$ cat config.mk
export PLATFORM = sky130hd
export DESIGN_NAME = btn_event_arbiter
export DESIGN_NICKNAME = d
export VERILOG_FILES = /design/src/rtl/btn_event_arbiter_pkg.sv /design/src/rtl/btn_event_arbiter_event_fifo.sv /design/src/rtl/btn_event_arbiter.sv
export SDC_FILE = /design/constraint.sdc
export NUM_CORES = 1
export LEC_CHECK = 0
export ABC_AREA = 1
export CORE_MARGIN = 1
export CORE_UTILIZATION = 40
export DETAILED_ROUTE_END_ITERATION = 10
export PLACE_DENSITY = 0.63
export SLEW_MARGIN = 20
export SYNTH_ARGS = -nofsm -noshare
export SYNTH_HDL_FRONTEND = slang
export SYNTH_SLANG_ARGS = --single-unit
$ cat constraint.sdc
create_clock -name i_clk -period 4.7 [get_ports i_clk]
set_input_delay 0.94 -clock i_clk [delete_from_list [all_inputs] [get_ports i_clk]]
set_output_delay 0.94 -clock i_clk [all_outputs]
set_load 0.01 [all_outputs]
$ cat src/rtl/btn_event_arbiter_pkg.sv
// Shared definitions for the button event arbiter.
// Contents:
//   arb_state_t         arbiter state encoding (IDLE / GRANT / STALL)
//   DEFAULT_NUM_BTN     default number of button pulse inputs
//   DEFAULT_FIFO_DEPTH  default event queue depth
//   BTN_UP..BTN_RIGHT   button index constants as seen on o_event_id
package btn_event_arbiter_pkg;

  typedef enum logic [1:0] {
    IDLE  = 2'd0,
    GRANT = 2'd1,
    STALL = 2'd2
  } arb_state_t;

  localparam int DEFAULT_NUM_BTN    = 4;
  localparam int DEFAULT_FIFO_DEPTH = 4;

  localparam int BTN_UP    = 0;
  localparam int BTN_DOWN  = 1;
  localparam int BTN_LEFT  = 2;
  localparam int BTN_RIGHT = 3;

endpackage

$ cat src/rtl/btn_event_arbiter_event_fifo.sv
// event_fifo: synchronous valid/ready queue of button indices.
// Ports:
//   i_clk, i_reset  clock, synchronous active-high reset
//   i_push, i_data  write request and data (ignored when full unless popping)
//   o_valid, o_data queue head; o_data reads 0 while empty
//   i_ready         consumer accepts the head (pop when o_valid && i_ready)
//   o_count         number of stored entries (0..DEPTH)
// DEPTH must be a power of two so the pointers wrap naturally.
module event_fifo #(
  parameter int WIDTH = 2,
  parameter int DEPTH = 4
) (
  input  logic                       i_clk,
  input  logic                       i_reset,
  input  logic                       i_push,
  input  logic [WIDTH-1:0]           i_data,
  input  logic                       i_ready,
  output logic                       o_valid,
  output logic [WIDTH-1:0]           o_data,
  output logic [$clog2(DEPTH+1)-1:0] o_count
);

  localparam int PW = $clog2(DEPTH);
  localparam int CW = $clog2(DEPTH + 1);

  logic [WIDTH-1:0] mem [DEPTH];
  logic [PW-1:0]    wr_ptr;
  logic [PW-1:0]    rd_ptr;
  logic [CW-1:0]    count;
  logic             pop;
  logic             do_push;

  assign pop     = o_valid && i_ready;
  // A full queue still takes a write when the head leaves in the same cycle.
  assign do_push = i_push && ((count != CW'(DEPTH)) || pop);

  always_ff @(posedge i_clk) begin
    if (i_reset) begin
      wr_ptr <= '0;
      rd_ptr <= '0;
      count  <= '0;
    end else begin
      if (do_push) begin
        mem[wr_ptr] <= i_data;
        wr_ptr      <= wr_ptr + PW'(1);
      end
      if (pop) begin
        rd_ptr <= rd_ptr + PW'(1);
      end
      case ({do_push, pop})
        2'b10:   count <= count + CW'(1);
        2'b01:   count <= count - CW'(1);
        default: count <= count;
      endcase
    end
  end

  assign o_valid = (count != '0);
  // Storage is not reset, so mask the head while empty.
  assign o_data  = o_valid ? mem[rd_ptr] : '0;
  assign o_count = count;

endmodule

$ cat src/rtl/btn_event_arbiter.sv
// btn_event_arbiter: collects one-cycle release pulses from the button
// debouncers into per-button pending flags, grants one pending button per
// cycle into an event queue, and presents the queue head to the mode FSM.
// Ports:
//   i_clk, i_reset   clock, synchronous active-high reset
//   i_button         release pulses, one bit per button
//   o_event_valid    queue head holds an event
//   o_event_id       button index of the queue head (0 when empty)
//   i_event_ready    consumer accepts the head
//   o_pending        per-button pending flags
//   o_drop           one-cycle pulse when a pulse is lost
// Configuration: define BTN_ARB_RR_EN for round-robin arbitration; without it
// the lowest pending index always wins.
module btn_event_arbiter
  import btn_event_arbiter_pkg::*;
#(
  parameter int NUM_BTN    = DEFAULT_NUM_BTN,
  parameter int FIFO_DEPTH = DEFAULT_FIFO_DEPTH
) (
  input  logic                       i_clk,
  input  logic                       i_reset,
  input  logic [NUM_BTN-1:0]         i_button,
  output logic                       o_event_valid,
  output logic [$clog2(NUM_BTN)-1:0] o_event_id,
  input  logic                       i_event_ready,
  output logic [NUM_BTN-1:0]         o_pending,
  output logic                       o_drop
);

  localparam int IDW = $clog2(NUM_BTN);
  localparam int CW  = $clog2(FIFO_DEPTH + 1);

  arb_state_t         state;
  logic [NUM_BTN-1:0] pending;
  logic [NUM_BTN-1:0] pending_nxt;
  logic [NUM_BTN-1:0] grant_vec;
  logic [NUM_BTN-1:0] drop_vec;
  logic [IDW-1:0]     grant_idx;
  logic               found;
  logic               can_push;
  logic               push;
  logic               pop;
  logic               drop_q;
  logic               full_nxt;
  logic [CW-1:0]      fifo_count;
  logic [CW:0]        count_nxt;
`ifdef BTN_ARB_RR_EN
  logic [IDW-1:0]     rr_ptr;
`endif

  assign pop = o_event_valid && i_event_ready;
  // GRANT means the queue had room at the start of the cycle; STALL means it
  // was full, so a push is only possible when the head is popped alongside.
  assign can_push = (state == GRANT) || ((state == STALL) && pop);

  always_comb begin : arbiter
    found     = 1'b0;
    grant_idx = '0;
`ifdef BTN_ARB_RR_EN
    begin : rr_search
      int            cand;
      logic [IDW-1:0] cand_idx;
      cand     = 0;
      cand_idx = '0;
      for (int i = 1; i <= NUM_BTN; i++) begin
        cand = int'(rr_ptr) + i;
        if (cand >= NUM_BTN) cand = cand - NUM_BTN;
        cand_idx = IDW'(cand);
        if (!found && pending[cand_idx]) begin
          found     = 1'b1;
          grant_idx = cand_idx;
        end
      end
    end
`else
    for (int i = 0; i < NUM_BTN; i++) begin
      if (!found && pending[IDW'(i)]) begin
        found     = 1'b1;
        grant_idx = IDW'(i);
      end
    end
`endif
    push      = found && can_push;
    grant_vec = '0;
    if (push) grant_vec[grant_idx] = 1'b1;
  end

  // A pulse re-arms its flag even in the cycle the old event is granted; it
  // is only lost when the flag is still occupied after this cycle's grant.
  always_comb begin : next_state
    pending_nxt = (pending & ~grant_vec) | i_button;
    drop_vec    = pending & ~grant_vec & i_button;
    count_nxt   = {1'b0, fifo_count} + {{CW{1'b0}}, push} - {{CW{1'b0}}, pop};
    full_nxt    = (count_nxt == (CW+1)'(FIFO_DEPTH));
  end

  // State reflects the coming cycle: IDLE with nothing pending, STALL when
  // work waits on a full queue, GRANT otherwise.
  always_ff @(posedge i_clk) begin
    if (i_reset) begin
      state   <= IDLE;
      pending <= '0;
      drop_q  <= 1'b0;
`ifdef BTN_ARB_RR_EN
      rr_ptr  <= IDW'(NUM_BTN - 1);
`endif
    end else begin
      pending <= pending_nxt;
      drop_q  <= |drop_vec;
      if (pending_nxt == '0) state <= IDLE;
      else if (full_nxt)     state <= STALL;
      else                   state <= GRANT;
`ifdef BTN_ARB_RR_EN
      if (push) rr_ptr <= grant_idx;
`endif
    end
  end

  event_fifo #(
    .WIDTH (IDW),
    .DEPTH (FIFO_DEPTH)
  ) u_event_fifo (
    .i_clk   (i_clk),
    .i_reset (i_reset),
    .i_push  (push),
    .i_data  (grant_idx),
    .i_ready (i_event_ready),
    .o_valid (o_event_valid),
    .o_data  (o_event_id),
    .o_count (fifo_count)
  );

  assign o_pending = pending;
  assign o_drop    = drop_q;

endmodule

### Word level (Yosys, flattened, before mapping)

Memory sizes are Yosys's and may differ from the RTL's. A register that Yosys moved wholly into a read port is not among the register bits.
Cells that the tools add are included.

* $lt $le $gt $ge: 2
* multipliers: 0
* div/mod/pow operators: 0
* bitwise gates (word level): 4
* mux-type cells: 14
* shifts and indexed selects: 0
* eq/ne operators: 6
* reduce and logical (&&, ||, !) cells: 14
* add/subtract/negate cells: 6

Operators by type and width (count)
* $and A4 B4 Y4: 2
* $mux W2: 4
* $mux W1: 7
* $logic_and A1 B1 Y1: 6
* $pmux W3 S2: 1
* $add A2 B1 Y2 const B: 2
* $add A3 B1 Y4: 1
* $eq A2 B1 Y1 const B: 2
* $eq A2 B2 Y1 const B: 2
* $eq A4 B3 Y1 const B: 1
* $logic_not A4 Y1: 1
* $mux W4: 1
* $not A4 Y4: 1
* $or A4 B4 Y4: 1
* $reduce_or A4 Y1: 1
* $sub A4 B1 Y4: 1
* $add A3 B1 Y3 const B: 1
* $lt A2 B3 Y1 const B: 1
* $ne A3 B3 Y1 const B: 1
* $reduce_bool A3 Y1: 1
* $sub A3 B1 Y3 const B: 1
* $demux W1 S2: 1
* $ge A2 B1 Y1 const B: 1
* $logic_or A1 B1 Y1: 2
* 3 further kinds: 3

* input port bits: 7
* bits in registers: 14
* RAM bits: 4
* bits in latches: 0
* memories kept: 1
* bits in read-only memories: 0

Memories
* u_event_fifo.mem: words 4, width 1, rd ports 1, clocked after memory_dff 1, wr ports 1, RTL line btn_event_arbiter_event_fifo.sv:26 `logic [WIDTH-1:0] mem [DEPTH];`

### Depth between registers and ports, before layout

* depth in word-level cells: 14
* mapped depth: 16

### By module

A second synthesis with hierarchy kept.

* cell total of the unflattened synthesis: 164
* area, all modules: 1296.2 µm²

By module, submodules not included
* event_fifo: cells an instance 92, times used 1, area an instance 818.3 µm², seq. area each 420.4 µm²
* btn_event_arbiter: cells an instance 72, times used 1, area an instance 478.0 µm², seq. area each 140.1 µm²

### Worst setup path before layout

Ideal clock, no wire load.

* kind: input-to-reg
* start point: input i_event_ready
* end point: register state[0]
* setup slack: 2.098 ns
* arrival time: 2.487 ns
* stages: 14
* setup time: 0.115 ns
* required time: 4.585 ns
* path through: nand2_1 > inv_2 > ha_1 > inv_1 > ha_1 > inv_1 > fa_1 > inv_1 > nor2_1 > nor2_1 > nand2_1 > a21oi_1 > nand3_1 > and2_1

* cells in the longest elaborated chain, start to end: 10

RTL lines
* from (decl): RTL line btn_event_arbiter.sv:25 `input logic i_event_ready,`
* $logic_and A1 B1 Y1 (*): RTL line btn_event_arbiter.sv:51 `assign pop = o_event_valid && i_event_ready;`
* net pop: RTL line btn_event_arbiter.sv:42 `logic pop;`
* parallel branches: the longest is 9 deep, another holds $add A3 B1 Y4
* to (signal assigned): RTL line btn_event_arbiter.sv:110 `if (pending_nxt == '0) state <= IDLE;`
* to (signal assigned): RTL line btn_event_arbiter.sv:111 `else if (full_nxt) state <= STALL;`
* to (signal assigned): RTL line btn_event_arbiter.sv:112 `else state <= GRANT;`
* to (decl): RTL line btn_event_arbiter.sv:33 `arb_state_t state;`

Mark *: on every way through the listed nets, which the timed path passes.
A chain may end at the register's enable or synchronous reset.

### Final worst setup path

Ends and elaborated chain as after synthesis.

==> summary.txt <==
Clocking
  • Postcts setup bufs: 0
  • Sink Count: 20
  • Clock-pin slew on the worst setup and hold paths: ~0.1 ns
  • CTS resizes: 0
  • CTS tree: yes
  • Clock buffer depth: 2
  • CTS hold repair buffers: 0
  • Clk Latency, worst-skew pair: 0.29 ns
  • Num CTS Buffers: 3
  • H-tree levels: 1
  • Root buffer cell: clkbuf_4

Power and ir drop
  • P_leak: slightly below 0.6 nW
  • Maximum vdd ir drop: about 0.36 mV
  • PwrDens: around 540 nW/um^2

Synthesis
  • Top post-synthesis cells by count: 29 x inv_1, 17 x nand2_1, 16 x dfxtp_1
  • Post-synth top area cell: dfxtp_1
  • Post-synthesis compound-gate area fraction: 0.134
  • Post-Synth XOR/XNOR Area: 0
  • Combinational family with the most area after synthesis: simple AND/OR/NAND/NOR gates
  • Mean Syn Cell Area: ~8.0 sq um
  • Synth warn: 0
  • Syn Inst Count: between 100 and 150
  • Unique masters post-synth: 30
  • Simple-gate share of the synthesized area: 0.233
  • Top cells by area, synth: dfxtp_1 28%, edfxtp_1 11%, inv_1 9.6%
  • Post-synth top area share: 0.283
  • Main synth FF type: dfxtp_1
  • Syn_nets: 158
  • Asr flop ratio synth: 0
  • Post-synth EDFFs: 4
  • Post-synthesis cell area: ~1100 sq um
  • Top-count cell post-synth: inv_1
  • Sequential share of the synthesized area: 0.389
  • Register bit count reported by yosys: 20
  • Mux cell area share after synthesis: 0
  • Synth Area in Adders: 0.124

Flow run
  • Maxcap violations: 0

Worst setup path
  • Crit path capture type: register
  • Slowest CP cell: clkdlybuf4s50_1
  • Startpoint types: primary input
  • Worst path cell trace: clkdlybuf4s50_1, nand2_1, inv_2, ha_1, inv_1, ha_1, inv_1, fa_1, inv_1, nor2_1, nor2_1, nand2_1, a21oi_1, nand3_1, and2_1
  • Critical Path Most Common Cell: inv_1
  • Arrival time worst endpoint: 3.23 ns
  • CP peak stage delay: roughly 0.59 ns
  • Worst EP required: approximately 4.9 ns
  • Setup CP Type: in2reg
  • Worst-path fanout max: 6
  • Buffers and inverters on the worst path: 5
  • Top delay family on crit path: buffers and inverters

Place
  • Port buffer count: 13
  • Global placer's final weighted congestion: around 0.76
  • Placed Cells: about 180
  • Hpwl dp: ~1600 um

Floorplanning
  • Num ports: 15
  • Initial Util: 0.441
  • Site Rows: 18
  • Core area: 2570 sq um
  • Die W: around 55 um
  • DIE AREA: 3040 sq um
  • Chip height: between 50 and 60 um

Min path
  • HP Class: reg2reg

Drt
  • WL/cell: a little over 10 um
  • Vias/cell: between 4 and 5
  • Via Count: around 880
  • Highest metal used: met4
  • Number of routed nets with antenna violations: 0
  • TritonRoute pass-1 iters: 4
  • # DRC: 0
  • Routed length on met1: just over 900 um
  • Met2 wire length: about 910 um
  • Initial DRC Count: 12
  • WL final: between 1500 and 2000 um
  • Met3 wire length: 63 um

Timing
  • FMAX: 0.329 GHz
  • Final period util: 0.646
  • RSZ-0062 raised after global routing: false
  • Setup total negative slack: 0 ns
  • Final worst path period need: between 3 and 4 ns
  • Final setup fails: 0
  • Final-report max-slew violation count: 0
  • Final hold violations: 0
  • Worst Clk Skew: about 0.0080 ns

GRT
  • Vias in the first global route: slightly below 800
  • Largest net degree at the start of global routing: 12
  • First-pass GRT wire length: 3260 um
  • Gr ovfl total: 0
  • Initial antenna violation count: 0
  • Gr usage total: 0.151

Final layout
  • Antenna Cells: 0
  • Share of cells above drive strength 1: 0.134
  • Fin nets: ~180
  • Post-route insts no fill: around 190
  • Area delta synth->final: 16.5%

Run status
  • Status: completed
==> through the flow <==
stage / instance area (sq um) / power, mW / worst slack [ns] / hold slack [ns] / util
floorplan: 1130 / 0.532 / 2.10 / 0.436 / -
global placement: 1290 / 0.618 / 1.43 / 0.454 / 0.503
detailed placement: 1290 / 0.632 / 1.32 / 0.457 / 0.503
CTS: 1320 / 0.714 / 1.65 / 0.475 / 0.513
global route: 1320 / 0.786 / 1.43 / 0.519 / 0.513
finish: 1320 / 0.708 / 1.66 / 0.468 / 0.513
==> cell type report <==
type	instances	area [sq um]
inverters	33	124
well taps	30	37.5
flip-flops and latches	20	440
repair buffers	13	130
fillers	266	1250
multi-input cells	87	559
clock buffers	4	26.3
==> cell families after synthesis <==
logic type	after synthesis
AO/OA/AOI/OAI	25
adder cells (fa/ha/maj)	10
buffers and inverters	34
flip-flops	20
other	1
AND/OR/NAND/NOR	51
==> final timing paths <==
kind	from	end	slack, ns	depth (start not counted)
max	i_event_ready	state[0]	1.66	15
min	u_event_fifo.rd_ptr[1]	u_event_fifo.rd_ptr[1]	0.47	2
max reg2reg	u_event_fifo.o_count[1]	state[0]	2.25	16
min reg2reg	u_event_fifo.rd_ptr[1]	u_event_fifo.rd_ptr[1]	0.47	2
==> placed cells by master (no fill, tap or decap), types with 2 or more instances in the layout <==
master,count
clkdlybuf4s50_1,13
ha_1,8
nand2_2,4
nor2_1,12
clkbuf_4,3
fa_1,2
inv_1,29
edfxtp_1,4
nand2_4,2
nand3_1,5
nor2_2,5
nand2_1,17
o21ai_0,6
a21oi_1,11
inv_2,3
o21ai_1,2
dfxtp_1,16
==> power breakdown <==
part | total [mW] | internal [mW] | switching, mW
Clock | 0.0819 | 0.0329 | 0.0490
Combinational | 0.379 | 0.158 | 0.221
Sequential | 0.247 | 0.215 | 0.0320
==> layer usage <==
metal,track usage,vias up
li1,-,477
met1,0.198,392
met2,0.255,13
met3,0.0273,2
met4,0.0375,0
met5,0,-
==> state kept, by name, summed over array words and instances (netlist names), named ones only <==
register              cells
u_event_fifo.mem          4
u_event_fifo.o_count      3
o_drop                    1
u_event_fifo.rd_ptr       2
o_pending                 4
state                     2
u_event_fifo.wr_ptr       2
==> worst register-to-register path, cell delays in order (launching register included) <==
cell     delay, ns
dfxtp_1       0.40
nor2_2        0.18
nand2_4       0.09
nand2_1       0.10
inv_2         0.07
ha_1          0.28
inv_1         0.06
ha_1          0.13
inv_1         0.06
fa_1          0.36
inv_1         0.08
nor2_1        0.04
nor2_1        0.08
nand2_1       0.06
a21oi_1       0.12
nand3_1       0.10
and2_1        0.16
Power figures use the tool's default switching activity.
==> edit: new RTL, same flow settings <==
The option `BTN_ARB_RR_EN` is turned on by a define.
--- a/src/rtl/btn_event_arbiter.sv
+++ b/src/rtl/btn_event_arbiter.sv
@@ -13,2 +13,4 @@
 // the lowest pending index always wins.
+`define BTN_ARB_RR_EN
+
 module btn_event_arbiter
Formal check against the unedited RTL: not equivalent (a bounded check fails within 4 cycles, from zero or initial values and one cycle with i_reset high).
==> edit against the unedited design <==
- final area is 42% higher
- sequential cell count grew 6
- non-clock buffer count grew 1
- sequential power up 47%
- power rose by 70%
- worst setup slack got worse by 0.12 ns
- routed wire length rose by 52%
- synthesized area increased by 42%
- largest power group unchanged
==> edit: results (changes against the unedited design) <==
Place
The post-placement worst setup slack is 1.279 ns (was 1.324 ns). The number of placed cells counting well taps is 276 (was 183). The final RePlAce weighted congestion was 0.8848 (was 0.7619). The post-detailed-placement cell area is 1799 um2 (was 1291 um2).

Drt
The mean routed wirelength per cell is 10.25 um (was 10.13 um). The wire length reported by the detailed router is 2.870 mm (was 1.894 mm). The iteration-0 DRC count of the detailed router is 45 (was 12).

Global route
The total global routing track utilization is 15.77% (was 15.09%). The global-route wire length before repair is 5.230 mm (was 3.256 mm). The largest net degree at the start of global routing came to 16 (was 12).

Cells and area
The share of final-layout standard cells stronger than drive strength 1 is 13.79% (was 13.38%). The number of nets in the layout is 250 (was 175). The filler cell count in the final layout is 371 (was 266). The area occupied by multi-input gates was 832.0 um2 (was 559.3 um2).

Synth
Top cells by instance count after synthesis: 45 x nand2_1, 32 x inv_1, 26 x nor2_1 (was 29 x inv_1, 17 x nand2_1, 16 x dfxtp_1). The number of nets produced by synthesis was 232 (was 158). The sequential area share after synthesis was 37.30% (was 38.94%). Leading cell types by total area after synthesis: dfxtp_1 22%, edfxtp_1 15%, nand2_1 10%, inv_1 7.5%, ha_1 6.2% (was dfxtp_1 28%, edfxtp_1 11%, inv_1 9.6%, ha_1 8.8%, nand2_1 5.6%).

Critical path
The length in cells of the worst reg-to-reg path was 17 (was 16). The flop-to-flop setup slack is 2.03 ns (was 2.25 ns). The maximum fanout count along the critical path was 7 (was 6). The critical path's largest stage delay was 0.49 ns (was 0.59 ns).

The terminus of the critical flop-to-flop path was state[1] (was state[0]).

Outcome
Status: completed (unchanged).

Power
The worst supply voltage drop on vdd is 0.0002476 V (was 0.0003577 V). The cell leakage power came to 0.0008497 uW (was 0.0005901 uW).

Hold path
The hold path startpoint is u_event_fifo.rd_ptr[1] (unchanged).

Timing
The top achievable clock speed came to 0.3170 GHz (was 0.3292 GHz).
edit: cell types whose count changed in the layout (fill, tap and decap cells not counted), sizes merged, moves of 4 or more:
cell / unedited run / this run
nand3: 6 / 13
edfxtp: 4 / 8
inv: 32 / 37
a21oi: 11 / 16
nand2: 23 / 57
o21ai: 8 / 17
nor2: 17 / 30
edit: metal layers:
layer / wire length (um) / GRT usage, % / vias to the layer above
met1: 1402 / 20.04 / 570
met2: 1340 / 26.29 / 21
met5: 0 / 0 / -
met3: 80 / 2.778 / 7
li1: - / - / 720
met4: 46 / 6.250 / 0
edit: power by group:
part / total, uW / internal [uW] / switching, uW
Sequential: 362 / 309 / 52.7
Clock: 186 / 114 / 72.4
Combinational: 656 / 244 / 412
edit: logic make-up (layout without fill, tap and decap cells):
kind of cell,count (synthesis),count (layout)
and+or+nand+nor,103,103
adders and majority gates,10,10
buffers and inverters,39,56
DFF,26,26
AOI/OAI and AO/OA,37,37
edit: worst max path at each step:
stage / startpoint / end / cells after the start
detailed placement: i_event_ready / state[1] / 16
global route: i_event_ready / state[1] / 16
finish: i_event_ready / state[1] / 16
global placement: i_event_ready / state[1] / 16
CTS: i_event_ready / state[1] / 16
floorplan: i_event_ready / state[1] / 15
edit: tightest hold or removal path, delay by kind of cell (launching register included):
kind / cells / cell delay (ns)
DFF: 1 / 0.31
AOI/OAI and AO/OA: 1 / 0.07
buffers and inverters: 1 / 0.05
edit: metrics by stage:
step	total power [uW]	hold slack [ns]
5_1_grt	1333	0.5062
3_3_place_gp	1021	0.4538
2_1_floorplan	867.4	0.4356
3_5_place_dp	1024	0.4573
6_report	1204	0.4690
4_1_cts	1215	0.4746
edit: cell type report:
type / count / share of cell area, %
Inverter: 38 / 8.896
Clock buffer: 3 / 2.207
Multi-Input combinational cell: 150 / 44.48
Tap cell: 48 / 3.211
Sequential cell: 26 / 32.11
Timing Repair Buffer: 14 / 7.492
Clock inverter: 1 / 1.605
